`src/rtl/mul24_share_ctrl.sv`:
```
// Round-robin sequencer that shares one 24x24 unsigned multiplier between two requesters.
// The multiplier is treated as a multicycle path; the product is captured MUL_CYCLES clocks later.

module mul_24bits (
    input  logic [23:0] i_a,
    input  logic [23:0] i_b,
    output logic [47:0] o_p
);
    // Shift-and-add ripple chain: deliberately slow, covered by the controller's wait count.
    always_comb begin
        o_p = '0;
        for (int i = 0; i < 24; i++) begin
            if (i_b[i]) begin
                o_p = o_p + ({24'd0, i_a} << i);
            end
        end
    end
endmodule

module mul24_share_ctrl #(
    parameter int unsigned MUL_CYCLES = 4
) (
    input  logic        i_clk,
    input  logic        i_rst,
    input  logic        i_req0_valid,
    output logic        o_req0_ready,
    input  logic [23:0] i_req0_data_one,
    input  logic [23:0] i_req0_data_two,
    input  logic        i_req1_valid,
    output logic        o_req1_ready,
    input  logic [23:0] i_req1_data_one,
    input  logic [23:0] i_req1_data_two,
    output logic        o_rsp_valid,
    input  logic        i_rsp_ready,
    output logic        o_rsp_id,
    output logic [47:0] o_rsp_data,
    output logic        o_busy
);
    typedef enum logic [1:0] {StIdle, StBusy, StDone} state_t;

    state_t      state_q;
    logic [3:0]  count_q;
    logic        last_id_q;
    logic        id_q;
    logic [23:0] op_a_q;
    logic [23:0] op_b_q;
    logic [47:0] rsp_data_q;
    logic        rsp_id_q;
    logic        rsp_valid_q;
    logic [47:0] product;
    logic        grant_valid;
    logic        grant_id;

    mul_24bits u_mul (
        .i_a (op_a_q),
        .i_b (op_b_q),
        .o_p (product)
    );

    // On a tie the requester that did not win last time is granted.
    always_comb begin
        grant_valid = i_req0_valid | i_req1_valid;
        grant_id    = 1'b0;
        if (i_req0_valid && i_req1_valid) begin
            grant_id = ~last_id_q;
        end else begin
            grant_id = i_req1_valid;
        end
    end

    // Readies are masked during reset so both read 0 while reset is held.
    assign o_req0_ready = ~i_rst & (state_q == StIdle) & grant_valid & ~grant_id;
    assign o_req1_ready = ~i_rst & (state_q == StIdle) & grant_valid &  grant_id;
    assign o_busy       = (state_q != StIdle);
    assign o_rsp_valid  = rsp_valid_q;
    assign o_rsp_id     = rsp_id_q;
    assign o_rsp_data   = rsp_data_q;

    always_ff @(posedge i_clk or posedge i_rst) begin
        if (i_rst) begin
            state_q     <= StIdle;
            count_q     <= '0;
            last_id_q   <= 1'b1;
            id_q        <= 1'b0;
            op_a_q      <= '0;
            op_b_q      <= '0;
            rsp_data_q  <= '0;
            rsp_id_q    <= 1'b0;
            rsp_valid_q <= 1'b0;
        end else begin
            unique case (state_q)
                StIdle: begin
                    if (grant_valid) begin
                        op_a_q    <= grant_id ? i_req1_data_one : i_req0_data_one;
                        op_b_q    <= grant_id ? i_req1_data_two : i_req0_data_two;
                        id_q      <= grant_id;
                        last_id_q <= grant_id;
                        count_q   <= 4'(MUL_CYCLES - 1);
                        state_q   <= StBusy;
                    end
                end
                StBusy: begin
                    if (count_q == 4'd0) begin
                        rsp_data_q  <= product;
                        rsp_id_q    <= id_q;
                        rsp_valid_q <= 1'b1;
                        state_q     <= StDone;
                    end else begin
                        count_q <= count_q - 4'd1;
                    end
                end
                StDone: begin
                    if (i_rsp_ready) begin
                        rsp_valid_q <= 1'b0;
                        state_q     <= StIdle;
                    end
                end
                default: state_q <= StIdle;
            endcase
        end
    end
endmodule
```
`config.mk`:
```
export PLATFORM = sky130hd
export DESIGN_NAME = mul24_share_ctrl
export DESIGN_NICKNAME = d
export VERILOG_FILES = /design/src/rtl/mul24_share_ctrl.sv
export SDC_FILE = /design/constraint.sdc
export NUM_CORES = 2
export LEC_CHECK = 0
export CELL_PAD_IN_SITES_DETAIL_PLACEMENT = 0
export CELL_PAD_IN_SITES_GLOBAL_PLACEMENT = 2
export CORE_ASPECT_RATIO = 1.75
export CORE_MARGIN = 2
export CORE_UTILIZATION = 34
export CTS_BUF_LIST = sky130_fd_sc_hd__clkbuf_8
export CTS_CLUSTER_DIAMETER = 150
export CTS_CLUSTER_SIZE = 24
export DETAILED_ROUTE_END_ITERATION = 16
export GPL_TIMING_DRIVEN = 1
export PLACE_DENSITY_LB_ADDON = 0.1
export SLEW_MARGIN = 20
export SYNTH_ARGS = -nofsm -noshare
export SYNTH_HDL_FRONTEND = slang
export SYNTH_SLANG_ARGS = --single-unit
export TNS_END_PERCENT = 10
```
`constraint.sdc`:
```
create_clock -name i_clk -period 32.6 [get_ports i_clk]
set_input_delay 8.15 -clock i_clk [delete_from_list [all_inputs] [get_ports i_clk]]
set_output_delay 8.15 -clock i_clk [all_outputs]
set_load 0.05 [all_outputs]
```
-- After elaboration in Yosys (flattened, before gate mapping)
Index checks and enable logic that the tools add are counted.
- flip-flop bits (word level): 106
- input port bits: 101
- output and inout bits: 53
- word-level logic and storage cells: 95
- add/sub/neg operators: 24
- equality and inequality tests: 6
- multiplexer cells: 37
- bitwise operators: 8
- reductions and logical operators: 11
- operators by type and width (kind ; number):
    $mux 48 ; 23
    $mux 24 ; 3
    $add 48x25->48 ; 1
    $add 48x26->48 ; 1
    $add 48x27->48 ; 1
    $add 48x28->48 ; 1
    $add 48x29->48 ; 1
    $add 48x30->48 ; 1
    $add 48x31->48 ; 1
    $add 48x32->48 ; 1
    $add 48x33->48 ; 1
    $add 48x34->48 ; 1
    $add 48x35->48 ; 1
    $add 48x36->48 ; 1
    $add 48x37->48 ; 1
    $add 48x38->48 ; 1
    $add 48x39->48 ; 1
    $add 48x40->48 ; 1
    $add 48x41->48 ; 1
    $add 48x42->48 ; 1
    $add 48x43->48 ; 1
    $add 48x44->48 ; 1
    $add 48x45->48 ; 1
    $add 48x46->48 ; 1
    other kinds (20) ; 38

-- Depth between registers and ports, before layout
- word-level depth: 47
- depth in mapped cells: 189
- depth with buffers taken out: 187

-- Hierarchy
A second synthesis with hierarchy kept.
- cell total of the unflattened synthesis: 5894
- area total of the unflattened synthesis: 42052.8 µm²
- modules (own cells, without submodules) (module ; times used ; cells an instance ; area an instance (µm²)):
    mul_24bits ; 1 ; 5472 ; 37150.6
    mul24_share_ctrl ; 1 ; 422 ; 4902.2

-- Worst setup path before layout
No wires, ideal clock.
- path kind: register to register
- start: register op_a_q[1]
- end: register rsp_data_q[46] (netlist: o_rsp_data[46])
- setup time: 82 ps
- arrival: 32517 ps
- setup slack: 1 ps
- stages on the path, launching flop included: 165
- period minus slack after synthesis: 32599 ps
- cells stage by stage: dfrtp_1 -> and2_1 -> ha_1 -> fa_1 -> a21oi_1 -> o221ai_2 -> a31o_2 -> a21o_1 -> a21o_1 -> a211o_1 -> a31o_2 -> ha_1 -> a21o_1 -> o41ai_2 -> nand2_1 -> xor2_1 -> a221o_1 -> ha_1 -> [129 not listed] -> a211oi_1 -> nor2_1 -> xor2_1 -> nor2_1 -> o22ai_1 -> ha_1 -> nor2b_1 -> a311oi_1 -> xnor2_1 -> mux2_2 -> ha_1 -> and3_1 -> a21oi_1 -> o21ai_0 -> o41ai_1 -> xnor2_1 -> nand2_1 -> a31oi_1
- word-level cells in the longest chain between the ends: 47
- RTL lines (what ; line ; text):
    start, declared ; 45 ; logic [23:0] op_a_q;
    start signal, assigned ; 94 ; op_a_q <= grant_id ? i_req1_data_one : i_req0_data_one;
    $mux 24 ; 13 ; if (i_b[i]) begin
    $add 48x25->48 ; 14 ; o_p = o_p + ({24'd0, i_a} << i);
    $mux 48 ; 13 ;
    $add 48x26->48 ; 14 ;
    $mux 48 ; 13 ;
    $add 48x27->48 ; 14 ;
    $mux 48 ; 13 ;
    $add 48x28->48 ; 14 ;
    [31 not listed] ; n/a ;
    $add 48x44->48 ; 14 ;
    $mux 48 ; 13 ;
    $add 48x45->48 ; 14 ;
    $mux 48 ; 13 ;
    $add 48x46->48 ; 14 ;
    $mux 48 ; 13 ;
    $add 48x47->48 ; 14 ;
    $mux 48 * ; 13 ;
    end signal, assigned ; 104 ; rsp_data_q <= product;
    end, declared ; 47 ; logic [47:0] rsp_data_q;
Every way passes the cells marked *; elsewhere a longest branch is shown, timed or not.
A chain may end at the register's enable or synchronous reset.

-- Final worst setup path
Same ends and word-level chain as after synthesis.

==> reports/qor.csv <==
stage;metric;value;unit
flow_run;drv_cap;0;
yosys;synthCells;5833;
timing;maxSlewViolCount;0;
global_route;overflow;0;
timing;fin_worst_skew;0.0345;ns
routing;dr.pass1.iters;6;
worst_hold_path;hold_end;o_rsp_data[2]$_DFFE_PP0P_;
clock_network;ctsLongestPathBuffers;2;
yosys;ys_seq_elements;106;
yosys;synth-compound-area-share;0.358;
yosys;mappedNetlistArea;0.0409;mm2
global_route;grt_use_total;0.360;
timing;rsz0062_at_grt;yes;
floorplanning;die_w;266;um
routing;drc;0;
yosys;yosys_warnings;0;
clock_network;htreeDepth;3;
yosys;synth_top_family_by_area;compound AO/OA/AOI/OAI gates;
setup_path;critPathKind;flip-flop to flip-flop;
clock_network;clk_pin_slew;0.15;ns
timing;relSlewSlack;0.198;
timing;setup_violations;5;
floorplanning;row_count;168;
setup_path;end_kind;flip-flop;
place;place_ws;-3.70;ns
yosys;synth_edf_count;0;
floorplanning;io_pins;154;
setup_path;r2r_cells;171;
routing;vias;55900;
routing;wl_per_cell;23.1;um
routing;dr.first_iter.drc_count;2828;
floorplanning;die_y;463;um
clock_network;clk_latency;0.50;ns
clock_network;cts_tree;yes;
floorplanning;start_util;0.342;
global_route;grt_pass1_vias;57200;
timing;period_share;1.01;
timing;hold-worst-slack;0.494;ns
setup_path;required;33.02;ns
run_status;outcome;complete, but fails checks;
finish;nNetsFinal;9070;
global_route;antenna_found_initial;9;
finish;drive_above_1_share;0.401;
routing;wirelength;229000;um
place;placed_cell_area;0.0615;mm2
yosys;synth-xor-area-share;0.0805;
timing;setup_ws;-0.327;ns
finish;fillCellCount;11900;
routing;drtAntennaViolNets;0;
yosys;async_reset_ff_frac;1.00;
yosys;syn_nets;6532;
finish;fin_area;0.0669;mm2
setup_path;crit_slowest_cell;or4_1;
place;globalplace.congestion;1.01;
yosys;yosys.area_share.simple;0.215;
yosys;synth.distinct_cells;104;
timing;worst_slew_pin_slew;1.20;ns
place;io_buffers;153;
setup_path;r2r_setup_slack;-0.33;ns
yosys;synth_top_cell_area_share;0.176;
yosys;synth_top_area_cell;ha_1;
setup_path;crit_path_start_kind;flip-flop;
setup_path;cp_num_buf_inv;19;
yosys;synth_ff_type;dfrtp_1;
clock_network;cts_inserted_buffers;9;
yosys;synth_adder_area_share;0.187;
timing;hold_viol;0;
worst_hold_path;hp-start;o_rsp_data[2]$_DFFE_PP0P_;
place;hpwlAfterDp;184000;um
global_route;grt_max_degree;103;
worst_hold_path;hold_depth;2;
timing;fmaxAchievable;30.4;MHz
timing;fin_crit;32.93;ns
setup_path;cp.arrival;33.34;ns
setup_path;cpLargestDelayFamily;compound AO/OA/AOI/OAI gates;
clock_network;clock-sinks;106;
clock_network;ctsRootBufferMaster;clkbuf_8;
yosys;syn_avg_cell_area;7.02;um2
yosys;yosysSeqAreaShare;0.0648;
worst_hold_path;hold_class;flip-flop to flip-flop;
routing;viasPerCell;5.64;
yosys;netlist_top_cells_area;ha_1 18%, dfrtp_1 6.4%, a21oi_1 6.3%, nand2_1 5.8%, o21ai_0 5.6%;
setup_path;reg2reg_from;op_a_q[1]$_DFFE_PP0P_;
finish;area_growth_syn_to_layout;63.4;%
yosys;synthMuxAreaShare;0.0512;
setup_path;path_common_cell;buf_4;
setup_path;r2r-end;o_rsp_data[46]$_DFFE_PP0P_;
setup_path;max_stage_delay;0.43;ns
global_route;grt_first_pass_wirelength;338000;um
run_status;violations;negative setup slack;
setup_path;path_max_fanout;7;
floorplanning;coreArea;0.120;mm2
floorplanning;die-area;0.123;mm2
[layer usage]
metal	global-route usage	wire length (um)	vias to the layer above
met5	0	23	-
met4	0.339	25700	4
met3	0.0350	8280	782
met2	0.654	114000	1574
met1	0.353	80400	26600
li1	-	-	26900
[stage by stage]
step / TNS [ns] / utilization / std cells
floorplan: 0 / - / 5833
global placement: -35.41 / 0.514 / 9686
detailed placement: -39.60 / 0.514 / 9686
CTS: -0.00540 / 0.548 / 9859
global route: -20.50 / 0.559 / 9907
finish: -0.777 / 0.559 / 9907
[Yosys cell counts, drive strengths merged (16+ instances only)]
library cell	instances
a2111oi	19
a211o	31
a211oi	91
a21boi	35
a21o	201
a21oi	513
a221o	28
a221oi	37
a22oi	20
a311oi	17
a31o	22
a31oi	94
and2	67
and3	49
buf	39
clkbuf	160
dfrtp	105
fa	23
ha	575
inv	258
mux2	91
mux2i	107
nand2	628
nand2b	73
nand3	122
nand4	48
nor2	540
nor2b	73
nor3	126
nor4	19
o2111ai	26
o211ai	63
o21a	154
o21ai	469
o21bai	59
o22ai	33
o31a	23
o31ai	74
o41ai	16
or2	32
or3	46
xnor2	242
xor2	134
[state kept, by name (all words and copies together) (netlist names)]
register and flops:
count_q 4, op_b_q 24, id_q 1, op_a_q 24, o_rsp_id 1, o_rsp_data 48, o_rsp_valid 1, last_id_q 1
state_q 2
[layout make-up]
| type | instances | area (um2) | area share |
|---|---|---|---|
| multi-input combinational | 5262 | 40200 | 0.601 |
| timing repair buffer | 2726 | 20900 | 0.312 |
| sequential | 106 | 2690 | 0.0402 |
| tap | 1530 | 1910 | 0.0286 |
| inverter | 266 | 1000 | 0.0150 |
| clock buffer | 9 | 124 | 0.00185 |
| clock inverter | 7 | 91.3 | 0.00137 |
| antenna | 1 | 2.50 | 0.0000374 |
[how the worst max path moves through the flow]
stage / start / to / slack (ns) / cells after the start
finish: op_a_q[1]$_DFFE_PP0P_ / o_rsp_data[46]$_DFFE_PP0P_ / -0.33 / 171
global route: op_b_q[0]$_DFFE_PP0P_ / o_rsp_data[46]$_DFFE_PP0P_ / -2.11 / 188
CTS: op_a_q[1]$_DFFE_PP0P_ / o_rsp_data[46]$_DFFE_PP0P_ / -0.005 / 175
detailed placement: op_a_q[1]$_DFFE_PP0P_ / o_rsp_data[46]$_DFFE_PP0P_ / -3.70 / 170
global placement: op_a_q[1]$_DFFE_PP0P_ / o_rsp_data[46]$_DFFE_PP0P_ / -3.27 / 166
floorplan: op_a_q[1]$_DFFE_PP0P_ / o_rsp_data[46]$_DFFE_PP0P_ / 0.001 / 164
[timing repair]
item,CTS,global route
setup buffers,157,47
gates cloned,0,0
hold buffers,0,0
gates resized for setup,560,206
pin swaps,191,146
endpoints found under the setup margin,18,18
[kinds of logic (layout without fill, tap and decap cells)]
group                      after synthesis  after routing
buffers and inverters                  465           3008
muxes                                  198            198
DFF                                    106            106
AOI/OAI and AO/OA                     2193           2193
other                                    0              1
and+or+nand+nor                       1896           1896
adders and majority gates              599            599
xor gates and xnor gates               376            376
[layout by cell type, fill, tap and decap left out, types with 200 or more instances in the layout]
cell / instances
buf_4: 2569
ha_1: 473
nor2_1: 512
nand2_1: 618
a21o_1: 200
o21ai_0: 347
inv_1: 252
a21oi_1: 410
xnor2_1: 217
[worst reg2reg max path, delay by kind of cell, from the launching register on]
kind | cells | cell delay, ns
mux | 11 | 3.02
xor+xnor | 17 | 2.41
buf+inv | 19 | 2.73
simple gates | 31 | 4.88
compound gates | 69 | 13.14
flops | 1 | 0.42
fa+ha+maj | 24 | 6.32
Power is not shown: default switching activity piles up to over one toggle a cycle in this logic, so the estimate is an artifact.
